[config.mk]
export PLATFORM = sky130hd
export DESIGN_NAME = store_write_buffer
export DESIGN_NICKNAME = d
export VERILOG_FILES = /design/src/rtl/store_write_buffer.sv
export SDC_FILE = /design/constraint.sdc
export NUM_CORES = 1
export LEC_CHECK = 0
export CORE_ASPECT_RATIO = 0.75
export CORE_MARGIN = 3
export CORE_UTILIZATION = 34
export CTS_CLUSTER_DIAMETER = 150
export DETAILED_ROUTE_END_ITERATION = 7
export GPL_ROUTABILITY_DRIVEN = 0
export MAX_ROUTING_LAYER = met4
export PLACE_DENSITY = 0.64
export SLEW_MARGIN = 20
export SYNTH_ARGS = -nofsm -noshare
export SYNTH_HDL_FRONTEND = slang
export SYNTH_SLANG_ARGS = --single-unit
[constraint.sdc]
create_clock -name clk -period 12.1 [get_ports clk]
set_clock_uncertainty 0.2 [all_clocks]
set_input_delay 1.21 -clock clk [delete_from_list [all_inputs] [get_ports clk]]
set_output_delay 1.21 -clock clk [all_outputs]
set_load 0.05 [all_outputs]
[src/rtl/store_write_buffer.sv]
// store_write_buffer: store FIFO that issues one outstanding write at a time on the data bus.
// Define STORE_BUF_ALIAS_CHECK_EN for an exact word-address alias check on ld_conflict.
module store_write_buffer #(
    parameter int unsigned DEPTH = 4,
    parameter int unsigned PTR_W = 2
) (
    input  logic        clk,
    input  logic        rst_n,
    input  logic        st_valid,
    output logic        st_ready,
    input  logic [31:0] st_addr,
    input  logic [31:0] st_wdata,
    input  logic [3:0]  st_wstrb,
    input  logic [31:0] ld_addr,
    output logic        ld_conflict,
    output logic        buf_empty,
    output logic        data_req,
    output logic        data_wr,
    output logic [1:0]  data_size,
    output logic [31:0] data_addr,
    output logic [3:0]  data_wstrb,
    output logic [31:0] data_wdata,
    input  logic        data_addr_ok,
    input  logic        data_data_ok
);
    localparam logic [1:0] IDLE = 2'd0;
    localparam logic [1:0] REQ  = 2'd1;
    localparam logic [1:0] WAIT = 2'd2;
    localparam logic [PTR_W:0] FULL_CNT = (PTR_W+1)'(DEPTH);

    logic [29:0]    ent_addr [DEPTH];
    logic [31:0]    ent_data [DEPTH];
    logic [3:0]     ent_strb [DEPTH];

    logic [PTR_W:0] wp, rp, wp_next, rp_next, count, count_next;
    logic [1:0]     state, state_next;
    logic           push, pop, full;

    logic [29:0]    head_addr;
    logic [31:0]    head_data;
    logic [3:0]     head_strb;
    logic [2:0]     head_ones;
    logic [1:0]     head_size, head_low2;

    logic           unused_bits;
    assign unused_bits = ^{st_addr[1:0], ld_addr};

    assign count      = wp - rp;
    assign full       = (count == FULL_CNT);
    assign st_ready   = !full;
    assign push       = st_valid && !full;
    assign wp_next    = wp + {{PTR_W{1'b0}}, push};
    assign rp_next    = rp + {{PTR_W{1'b0}}, pop};
    assign count_next = wp_next - rp_next;
    assign buf_empty  = (count == '0) && (state == IDLE);

    always_comb begin
        state_next = state;
        pop        = 1'b0;
        case (state)
            IDLE: if (count != '0) state_next = REQ;
            REQ: begin
                if (data_addr_ok) begin
                    if (data_data_ok) begin
                        // Same-cycle completion: chain straight into the next request.
                        pop        = 1'b1;
                        state_next = (count_next != '0) ? REQ : IDLE;
                    end else begin
                        state_next = WAIT;
                    end
                end
            end
            WAIT: begin
                if (data_data_ok) begin
                    pop        = 1'b1;
                    state_next = IDLE;
                end
            end
            default: state_next = IDLE;
        endcase
    end

    always_ff @(posedge clk or negedge rst_n) begin
        if (!rst_n) begin
            wp    <= '0;
            rp    <= '0;
            state <= IDLE;
        end else begin
            wp    <= wp_next;
            rp    <= rp_next;
            state <= state_next;
        end
    end

    always_ff @(posedge clk) begin
        if (push) begin
            ent_addr[wp[PTR_W-1:0]] <= st_addr[31:2];
            ent_data[wp[PTR_W-1:0]] <= st_wdata;
            ent_strb[wp[PTR_W-1:0]] <= st_wstrb;
        end
    end

    assign head_addr = ent_addr[rp[PTR_W-1:0]];
    assign head_data = ent_data[rp[PTR_W-1:0]];
    assign head_strb = ent_strb[rp[PTR_W-1:0]];
    assign head_ones = 3'(head_strb[0]) + 3'(head_strb[1]) + 3'(head_strb[2]) + 3'(head_strb[3]);

    always_comb begin
        head_size = (head_ones == 3'd1) ? 2'd0 : (head_ones == 3'd2) ? 2'd1 : 2'd2;
        if (head_strb[0])      head_low2 = 2'd0;
        else if (head_strb[1]) head_low2 = 2'd1;
        else if (head_strb[2]) head_low2 = 2'd2;
        else if (head_strb[3]) head_low2 = 2'd3;
        else                   head_low2 = 2'd0;
    end

    assign data_req   = (state == REQ);
    assign data_wr    = data_req;
    assign data_size  = data_req ? head_size : '0;
    assign data_addr  = data_req ? {head_addr, head_low2} : '0;
    assign data_wstrb = data_req ? head_strb : '0;
    assign data_wdata = data_req ? head_data : '0;

`ifdef STORE_BUF_ALIAS_CHECK_EN
    // The in-flight head stays inside [rp, wp) until data_data_ok, so it is covered here.
    always_comb begin
        logic [PTR_W:0] off;
        logic [PTR_W:0] slot;
        ld_conflict = 1'b0;
        for (int unsigned i = 0; i < DEPTH; i++) begin
            off  = (PTR_W+1)'(i);
            slot = rp + off;
            if ((off < count) && (ent_addr[slot[PTR_W-1:0]] == ld_addr[31:2]))
                ld_conflict = 1'b1;
        end
    end
`else
    assign ld_conflict = !buf_empty;
`endif

endmodule

==> impl_metrics.csv <==
group,metric,value,unit
run_status,outcome,"finished, final reports clean",
routing,post_drt_via_cell_ratio,4.81,
cts,cts_setup_buffers,0,
floorplanning,ios,180,
grt,gr-total-overflow,0,
cts,cts_root_buffer,"clkbuf_16",
grt,largest_net_degree_at_the_start_of_global_routing,72,
yosys,postSynth.asyncResetShare,0.0294,
grt,number_of_antenna_violations_at_the_first_check_in_global_routing,0,
yosys,ys_top_cells_by_count,"edfxtp_1, mux4_2, and2_1, ha_1, inv_1",
routing,number_of_nets_with_antenna_violations_after_detailed_routing,0,
routing,first_iter_violations,216,
cts,post_cts.resized_instances,0,
power,power.static_leakage,0.00437,uW
grt,vias_in_the_first_global_route,5790,
yosys,part_of_the_yosys_area_used_for_sequential_elements,0.762,
setup_path,timing.setup.critical_path_class,"register to primary output",
grt,grt_first_pass_wirelength,33.3,mm
power,design_power_total,3850,uW
routing,detail_route.drc_violations,0,
sta,report.final.setup_viol,0,
yosys,proportion_of_netlist_area_held_by_the_largest_area_contributor,0.743,
yosys,postSynthCellCount,487,
floorplanning,core-area,30600,um2
floorplanning,die-area,33600,um2
sta,setup-tns-final,0,ps
sta,max-slew-margin-rel,0.307,
cts,clk_latency,520,ps
yosys,yosysWarningCount,0,
finish,design.final.nets,765,
finish,final_design_area_no_fill,13400,um2
setup_path,critPathTopFamily,"buffers and inverters",
floorplanning,die-width,211,um
sta,report.final.slew_viol_count,0,
routing,vias,5126,
yosys,postSynthNetCount,606,
power,power_per_cell_area,288,nW/um2
yosys,synth_largest_area_cell,"edfxtp_1",
finish,final_layout_size_suffix_gt1_frac,0.177,
sta,timing.final.hold_violations,0,
floorplanning,die-height,159,um
setup_path,crit_path_frequent_cell,"ha_1",
cts,cts_tree,"done",
setup_path,cpMaxStageDelayCell,"clkdlybuf4s50_1",
setup_path,critical_path_buf_inv_count,2,
power,irDropWorstVdd,0.191,mV
cts,clk_pin_slew_worst_paths,60,ps
setup_path,critical_path_arrival,4990,ps
setup_path,worst_ep_required_time,10690,ps
grt,grt.total_usage,0.130,
min_path,hold_path_class,"register to register",
setup_path,cp-start-kind,"register",
finish,sequential_cell_area,8140,um2
setup_path,cp_cell_sequence,"buf_4 -> mux4_2 -> fa_1 -> ha_1 -> ha_1 -> nor4b_1 -> clkdlybuf4s50_1",
setup_path,endpoint_kind,"primary output",
yosys,synthesis.area,10700,um2
sta,max_slew.worst_pin.slew,1040,ps
cts,cts_inserted_buffers,26,
routing,final_wirelength,21.3,mm
yosys,synth-edff-count,264,
cts,clock_sink_count,272,
setup_path,largest_stage_delay_worst_path,880,ps
sta,period_minus_ws_final,6400,ps
finish,fillCellCount,2661,
sta,rsz0062_at_grt,"no",
floorplanning,rows,55,
setup_path,critical_path.max_fanout,37,
routing,detailedRoute.firstPassIterationCount,7,
yosys,synthesis.area_per_instance,21.9,um2
placed_design,postPlaceCellArea,12500,um2
flow_run,max_cap_violations,0,
cts,maximum_clock_path_buffer_count,3,
floorplanning,floorplan.initialDensity,0.349,
placed_design,place_worst_setup_slack,6110,ps
cts,cts.hold.buffers_added,0,
placed_design,io_buffer_count,145,
yosys,ys.flop_type,"edfxtp_1",
yosys,yosys.cell_count.top_type,"edfxtp_1",
yosys,synth.lib_cells_used.distinct,33,
sta,setup_ws,5700,ps
finish,multi_input_area,2330,um2
routing,wl_per_cell,20.0,um
placed_design,detailed_place_hpwl,12.3,mm
yosys,synth_top_cells_by_area,"edfxtp_1, mux4_2, and2_1",
sta,worst_hold_slack,318,ps
sta,clock.fmax,156,MHz
sta,final.period_utilization,0.529,
cts,cts-htree-levels,1,
yosys,synth-seq-cells,272,
finish,synthToLayoutAreaGrowth,25.4,%
-- power breakdown --
| part | internal (uW) | switching [uW] |
|---|---|---|
| combinational | 659 | 1030 |
| clock | 447 | 326 |
| sequential | 1280 | 106 |
-- final cells by class --
class                   instances  area share
clock inverters                17     0.00954
flip-flops and latches        272       0.608
clock buffers                  30      0.0513
repair buffers                153       0.116
well taps                     399      0.0373
diodes                          1    0.000187
inverters                      12     0.00337
multi-input cells             181       0.174
-- kinds of logic after synthesis --
kind of cell	share of synthesized area
simple gates	0.0486
fa+ha+maj	0.0171
xor+xnor	0.00622
flops	0.762
buf+inv	0.0216
compound gates	0.00446
mux	0.140
-- metrics by stage --
step,cells,util
finish,1065,0.438
global placement,1015,0.409
detailed placement,1015,0.409
global route,1064,0.438
CTS,1062,0.436
floorplan,487,-
-- worst reg2reg max path: stages, from the launching register on --
cell and delay (ps):
dfrtp_4 850, buf_4 730, ha_1 290, nor2b_1 150, xnor2_1 200, a31o_2 250
inv_1 90, ha_1 190, ha_1 290, ha_1 190, nand2b_1 140, xnor3_1 190
o211ai_1 200, a22oi_1 90
-- layer usage --
layer,vias up,wire [um],GRT usage
li1,2279,-,-
met1,2699,9440,0.166
met2,123,10600,0.217
met3,25,925,0.0284
met4,0,361,0.0249
met5,-,0,-
-- path summary, 6_finish.rpt --
kind,start,to,slack (ps),cells after the start
min,rp[2]$_DFF_PN0_,rp[2]$_DFF_PN0_,320,1
min in group asynchronous,rst_n,state[1]$_DFFE_PN0P_,770,1
max,rp[0]$_DFF_PN0_,data_size[0],5700,7
max reg2reg,rp[0]$_DFF_PN0_,state[0]$_DFFE_PN0P_,7910,13
min reg2reg,rp[2]$_DFF_PN0_,rp[2]$_DFF_PN0_,320,1
max in group asynchronous,rst_n,rp[0]$_DFF_PN0_,10600,1
-- cells in the final DEF, fill, tap and decap left out, types with 2 or more instances in the layout --
master / instances
a21oi_1: 2
and2_1: 65
and3_4: 2
buf_16: 2
buf_4: 6
bufinv_16: 2
clkbuf_1: 3
clkbuf_16: 27
clkdlybuf4s50_1: 145
clkinv_1: 10
clkinv_2: 5
dfrtp_1: 6
dfrtp_4: 2
edfxtp_1: 264
ha_1: 12
inv_1: 11
mux4_2: 66
nand2_1: 2
nand2b_1: 3
nand3_1: 2
nor2_1: 7
nor3_2: 2
xnor2_1: 3
xor2_1: 2
-- state kept, by name, summed over array words and instances, names as in the netlist --
| register | cells |
|---|---|
| ent_data | 128 |
| ent_addr | 120 |
| ent_strb | 16 |
| rp | 3 |
| wp | 3 |
| state | 2 |
No activity file was read; power rests on OpenSTA's default activity.
